## src/rtl/seg_pkg.sv

```systemverilog
// Shared constants and types for the two-digit seven-segment value encoder.
// Segment bit order is g,f,e,d,c,b,a (bit 6 = g), active-high.
package seg_pkg;

    localparam int         VAL_WIDTH = 7;
    localparam logic [6:0] MAX_VAL   = 7'd99;

    localparam logic [6:0] SEG_0     = 7'h3F;
    localparam logic [6:0] SEG_1     = 7'h06;
    localparam logic [6:0] SEG_2     = 7'h5B;
    localparam logic [6:0] SEG_3     = 7'h4F;
    localparam logic [6:0] SEG_4     = 7'h66;
    localparam logic [6:0] SEG_5     = 7'h6D;
    localparam logic [6:0] SEG_6     = 7'h7D;
    localparam logic [6:0] SEG_7     = 7'h07;
    localparam logic [6:0] SEG_8     = 7'h7F;
    localparam logic [6:0] SEG_9     = 7'h6F;
    localparam logic [6:0] SEG_DASH  = 7'h40;
    localparam logic [6:0] SEG_BLANK = 7'h00;

    typedef enum logic [1:0] {
        ST_IDLE   = 2'd0,
        ST_SHIFT  = 2'd1,
        ST_ENCODE = 2'd2
    } state_t;

    // Double-dabble correction: a nibble of 5 or more would exceed 9 after the next doubling.
    function automatic logic [3:0] bcd_adj(input logic [3:0] nib);
        return (nib >= 4'd5) ? (nib + 4'd3) : nib;
    endfunction

endpackage

```

## src/rtl/seven_seg_digit.sv

```systemverilog
// Combinational BCD digit to seven-segment decoder; non-decimal nibbles show nothing.
module seven_seg_digit
    import seg_pkg::*;
(
    input  logic [3:0] digit,
    output logic [6:0] seg
);

    // Digit lookup
    always_comb begin
        seg = SEG_BLANK;
        case (digit)
            4'd0:    seg = SEG_0;
            4'd1:    seg = SEG_1;
            4'd2:    seg = SEG_2;
            4'd3:    seg = SEG_3;
            4'd4:    seg = SEG_4;
            4'd5:    seg = SEG_5;
            4'd6:    seg = SEG_6;
            4'd7:    seg = SEG_7;
            4'd8:    seg = SEG_8;
            4'd9:    seg = SEG_9;
            default: seg = SEG_BLANK;
        endcase
    end

endmodule

```

## src/rtl/seg_value_encoder.sv

```systemverilog
// Binary (0-99) to two-digit seven-segment word: iterative shift-and-add-3 BCD
// conversion followed by a registered encode stage; the output holds between conversions.
module seg_value_encoder
    import seg_pkg::*;
#(
    parameter bit BLANK_LZ = 1'b1,
    parameter int VAL_W    = VAL_WIDTH
) (
    input  logic             clk,
    input  logic             rst,
    input  logic [VAL_W-1:0] value,
    input  logic             start,
    output logic             busy,
    output logic             done,
    output logic [13:0]      both7seg
);

    state_t           state_r;
    logic [VAL_W-1:0] shift_r;
    logic [7:0]       bcd_r;
    logic [2:0]       cnt_r;
    logic             ovr_r;
    logic             busy_r;
    logic             done_r;
    logic [13:0]      seg_r;
    logic [6:0]       tens_seg_s;
    logic [6:0]       ones_seg_s;
    logic [13:0]      next_seg_s;

    seven_seg_digit u_tens (
        .digit (bcd_r[7:4]),
        .seg   (tens_seg_s)
    );

    seven_seg_digit u_ones (
        .digit (bcd_r[3:0]),
        .seg   (ones_seg_s)
    );

    // Output word selection: overflow dashes win over leading-zero blanking
    always_comb begin
        next_seg_s = {SEG_BLANK, SEG_BLANK};
        if (ovr_r) begin
            next_seg_s = {SEG_DASH, SEG_DASH};
        end else if (BLANK_LZ && (bcd_r[7:4] == 4'd0)) begin
            next_seg_s = {SEG_BLANK, ones_seg_s};
        end else begin
            next_seg_s = {tens_seg_s, ones_seg_s};
        end
    end

    // Conversion FSM, shift/BCD datapath and output registers
    always_ff @(posedge clk) begin
        if (!rst) begin
            state_r <= ST_IDLE;
            shift_r <= '0;
            bcd_r   <= 8'd0;
            cnt_r   <= 3'd0;
            ovr_r   <= 1'b0;
            busy_r  <= 1'b0;
            done_r  <= 1'b0;
            seg_r   <= 14'h0000;
        end else begin
            done_r <= 1'b0;
            case (state_r)
                ST_IDLE: begin
                    if (start) begin
                        shift_r <= value;
                        bcd_r   <= 8'd0;
                        cnt_r   <= 3'd0;
                        ovr_r   <= (value > MAX_VAL);
                        busy_r  <= 1'b1;
                        state_r <= ST_SHIFT;
                    end else begin
                        busy_r  <= 1'b0;
                        state_r <= ST_IDLE;
                    end
                end
                ST_SHIFT: begin
                    // Carry out of the tens nibble only occurs for values above 99, which display dashes.
                    {bcd_r, shift_r} <= {bcd_adj(bcd_r[7:4]), bcd_adj(bcd_r[3:0]), shift_r} << 1;
                    cnt_r <= cnt_r + 3'd1;
                    if (cnt_r == 3'd6) begin
                        state_r <= ST_ENCODE;
                    end else begin
                        state_r <= ST_SHIFT;
                    end
                end
                ST_ENCODE: begin
                    seg_r   <= next_seg_s;
                    done_r  <= 1'b1;
                    busy_r  <= 1'b0;
                    state_r <= ST_IDLE;
                end
                default: begin
                    busy_r  <= 1'b0;
                    state_r <= ST_IDLE;
                end
            endcase
        end
    end

    assign busy     = busy_r;
    assign done     = done_r;
    assign both7seg = seg_r;

endmodule

```

## config.mk

```make
export PLATFORM = sky130hd
export DESIGN_NAME = seg_value_encoder
export DESIGN_NICKNAME = d
export VERILOG_FILES = /design/src/rtl/seg_pkg.sv /design/src/rtl/seven_seg_digit.sv /design/src/rtl/seg_value_encoder.sv
export SDC_FILE = /design/constraint.sdc
export NUM_CORES = 1
export LEC_CHECK = 0
export ABC_AREA = 1
export ABC_CLOCK_PERIOD_IN_PS = 2600
export CAP_MARGIN = 40
export CORE_MARGIN = 2
export CORE_UTILIZATION = 58
export CTS_CLUSTER_SIZE = 25
export DETAILED_ROUTE_END_ITERATION = 10
export PLACE_DENSITY_LB_ADDON = 0.15
export SYNTH_ARGS = -nofsm -noshare
export SYNTH_HDL_FRONTEND = slang
export SYNTH_HIERARCHICAL = 1
export SYNTH_SLANG_ARGS = --single-unit
```

## constraint.sdc

```tcl
create_clock -name clk -period 2.6 [get_ports clk]
set_clock_uncertainty 0.15 [all_clocks]
set_input_delay 0.65 -clock clk [delete_from_list [all_inputs] [get_ports clk]]
set_output_delay 0.65 -clock clk [all_outputs]
set_load 0.01 [all_outputs]
```

==> key figures <==
Clocking
  – Total CTS buffers: 5
  – # resized after CTS: 0
  – Root Buffer: clkbuf_4
  – Setup bufs post-CTS: 0
  – Worst-skew pair later-pin latency: 0.33 ns
  – CTS max path bufs: 2
  – Clk slew on worst S/H paths: 0.11 ns
  – Clock tree sinks: 37
  – TritonCTS clock tree: yes
  – H-Tree Depth: 2
  – Post-cts hold buffer count: 0

Critical path
  – Crit-path cells: clkdlybuf4s50_1
  – RR Endpoint: bcd_r[4]
  – RR Startpoint: bcd_r[0]
  – Arrival time worst endpoint: 1.24 ns
  – Worst R2R Path Depth: 9
  – Crit path required time: 1.80 ns
  – CP Max Fanout: 2
  – CP endpoint kind: primary output
  – Critical Path Start Type: flip-flop
  – Slowest stage delay, CP: 0.55 ns
  – Flop-to-flop setup slack: 0.95 ns
  – CP Class: flip-flop to primary output
  – Buf/Inv on CP: 1
  – Worst-path cell with the longest stage delay: clkdlybuf4s50_1
  – Crit-path leading delay family: buffers and inverters

Timing
  – Setup violations, final: 0
  – Fmax achieved: 489 MHz
  – Least-Margin Pin Slew: 0.366 ns
  – Max-slew violations: 0
  – Fin. Hold Viols: 0
  – Final worst path period need: 2.04 ns
  – Final setup TNS: 0 ns
  – WHS: 0.316 ns
  – Final period utilization: 78.6%
  – Setup WS post-layout: 0.556 ns
  – RSZ-0062 raised after global routing: no
  – Rel. slew slack: 75.5%

Final layout
  – Finished Cell Area: 2380 um^2
  – Proportion of layout cells with a drive suffix above 1: 8.15%
  – Antenna Cells: 0
  – Nets: 347
  – Sequential cell area: 741 um^2
  – Final non-filler cell total: 365
  – Post-Route Utilization: 70.9%
  – Multi-input gate area: 1130 um^2
  – Number of fill cells: 317
  – Layout area overhead: 17.0%

Global routing
  – Tot GR Track Use: 22.0%
  – First-pass GRT wire length: 7100 um
  – GR peak layer: met2
  – Met2 Use GR: 37.0%
  – Routing usage on met3: 5.36%
  – Initial antenna violation count: 0
  – Largest net degree at the start of global routing: 24
  – GR Overflow Total: 0
  – Vias in the first global route: 1675
  – Met1 Use GR: 28.3%

Logic synthesis
  – Net Count, Synth: 320
  – Post-Syn Instances: 292
  – Avg Inst Size Synth: 6.98 um^2
  – YS warnings: 6
  – Post-synth EDFFs: 0
  – Main synth FF type: dfxtp_1
  – Post-synthesis sequential area ratio: 36.4%
  – Top cells by area, synth: dfxtp_1, nand2_1, ha_1
  – Asr flop ratio synth: 0%
  – Most common cell in the netlist: nand2_1
  – Yosys top cell by area: dfxtp_1
  – Flops & latches, synth: 37
  – Post-synth cell types: 28
  – Post-synth top cells: nand2_1, dfxtp_1, inv_1, a21oi_1, ha_1
  – Mapped cell area: 2040 um^2
  – Synth top area share: 36.4%

Pwr
  – Pwr/cell area: 410 nW/um^2
  – Maximum VDD drop: 348 uV
  – Leakage Power: 1.03 nW
  – PnR Total Power: 0.976 mW

Floorplan
  – Die ar.: 4000 um^2
  – Initial Util: 60.6%
  – Ports: 26
  – Rows: 21
  – Die Wd: 63.3 um
  – Die Span Y: 63.3 um
  – Core Region: 3360 um^2

Routing
  – Drt drc: 0
  – Routed WL per cell: 11.1 um
  – Vias: 1845
  – Vias per std cell: 5.05
  – Final wirelength: 4070 um
  – 1st-pass router iterations: 4
  – Antenna viol nets, final: 0
  – Initial drt markers: 100

Place
  – Dpl ws: 0.471 ns
  – Placer Congestion: 0.840
  – DP HPWL: 2910 um
  – Port Buf Inserts: 25
  – Placed instance area: 2330 um^2
  – Dpl cells: 358

Job
  – Total of max-cap violations: 0

Hold path
  – Worst Hold Path Cells: 2
  – Critical hold path startpoint: busy
  – Hold Path Sink: busy
  – Hold WC Path Type: flip-flop to flip-flop

Outcome
  – Status: complete, no violations
sequential cells by signal, summed over array words and instances (netlist names):
signal	flops
cnt_r	3
shift_r	7
both7seg	14
done	1
state_r	2
bcd_r	8
ovr_r	1
busy	1
worst min-delay path, delay by kind of cell, from the launching register on:
| kind | cells | cell delay, ns |
|---|---|---|
| AOI/OAI and AO/OA | 1 | 0.05 |
| DFF | 1 | 0.32 |
| and+or+nand+nor | 1 | 0.06 |
cell usage in the layout (no fill, tap or decap), drive strengths merged:
cell             n
and3             1
buf              3
clkbuf           7
nor3             2
nor2            12
ha              18
o21ai            7
clkdlybuf4s50   25
and2             1
nand2          124
a31oi            5
nand3           13
inv             31
dfxtp           37
o211ai           1
nand4            5
a211oi           1
a21oi           24
a22oi            2
power breakdown:
part | switching, mW | total [mW] | internal (mW)
Combinational | 0.0473 | 0.0825 | 0.0352
Clock | 0.178 | 0.306 | 0.128
Sequential | 0.00868 | 0.588 | 0.579
area by class of cell:
type                       count  area share, %
multi-input combinational    216           47.3
sequential                    37           31.1
timing repair buffer          28           12.0
inverter                      31           4.88
tap                           46           2.41
clock buffer                   7           2.31
per-layer routing:
layer / vias up / share of wire (%) / routed length, um
li1: 979 / - / -
met1: 838 / 49 / 2000
met2: 24 / 47 / 1910
met3: 4 / 3.0 / 123
met4: 0 / 0.91 / 37
met5: - / 0 / 0
worst max path at each step:
stage / endpoint / slack [ns] / start / cells after the start
floorplan: bcd_r[2] / 1.17 / start / 4
global route: both7seg[10] / 0.51 / both7seg[10] / 1
detailed placement: cnt_r[0] / 0.47 / rst / 4
global placement: cnt_r[0] / 0.51 / rst / 4
CTS: both7seg[6] / 0.55 / both7seg[6] / 1
finish: both7seg[6] / 0.56 / both7seg[6] / 1
cell families after synthesis:
group | after synthesis | share of synthesized area (%)
AND/OR/NAND/NOR | 158 | 33.2
AO/OA/AOI/OAI | 40 | 11.2
adder cells (fa/ha/maj) | 18 | 11.1
flip-flops | 37 | 36.4
buffers and inverters | 39 | 8.23
Power figures use the tool's default switching activity.
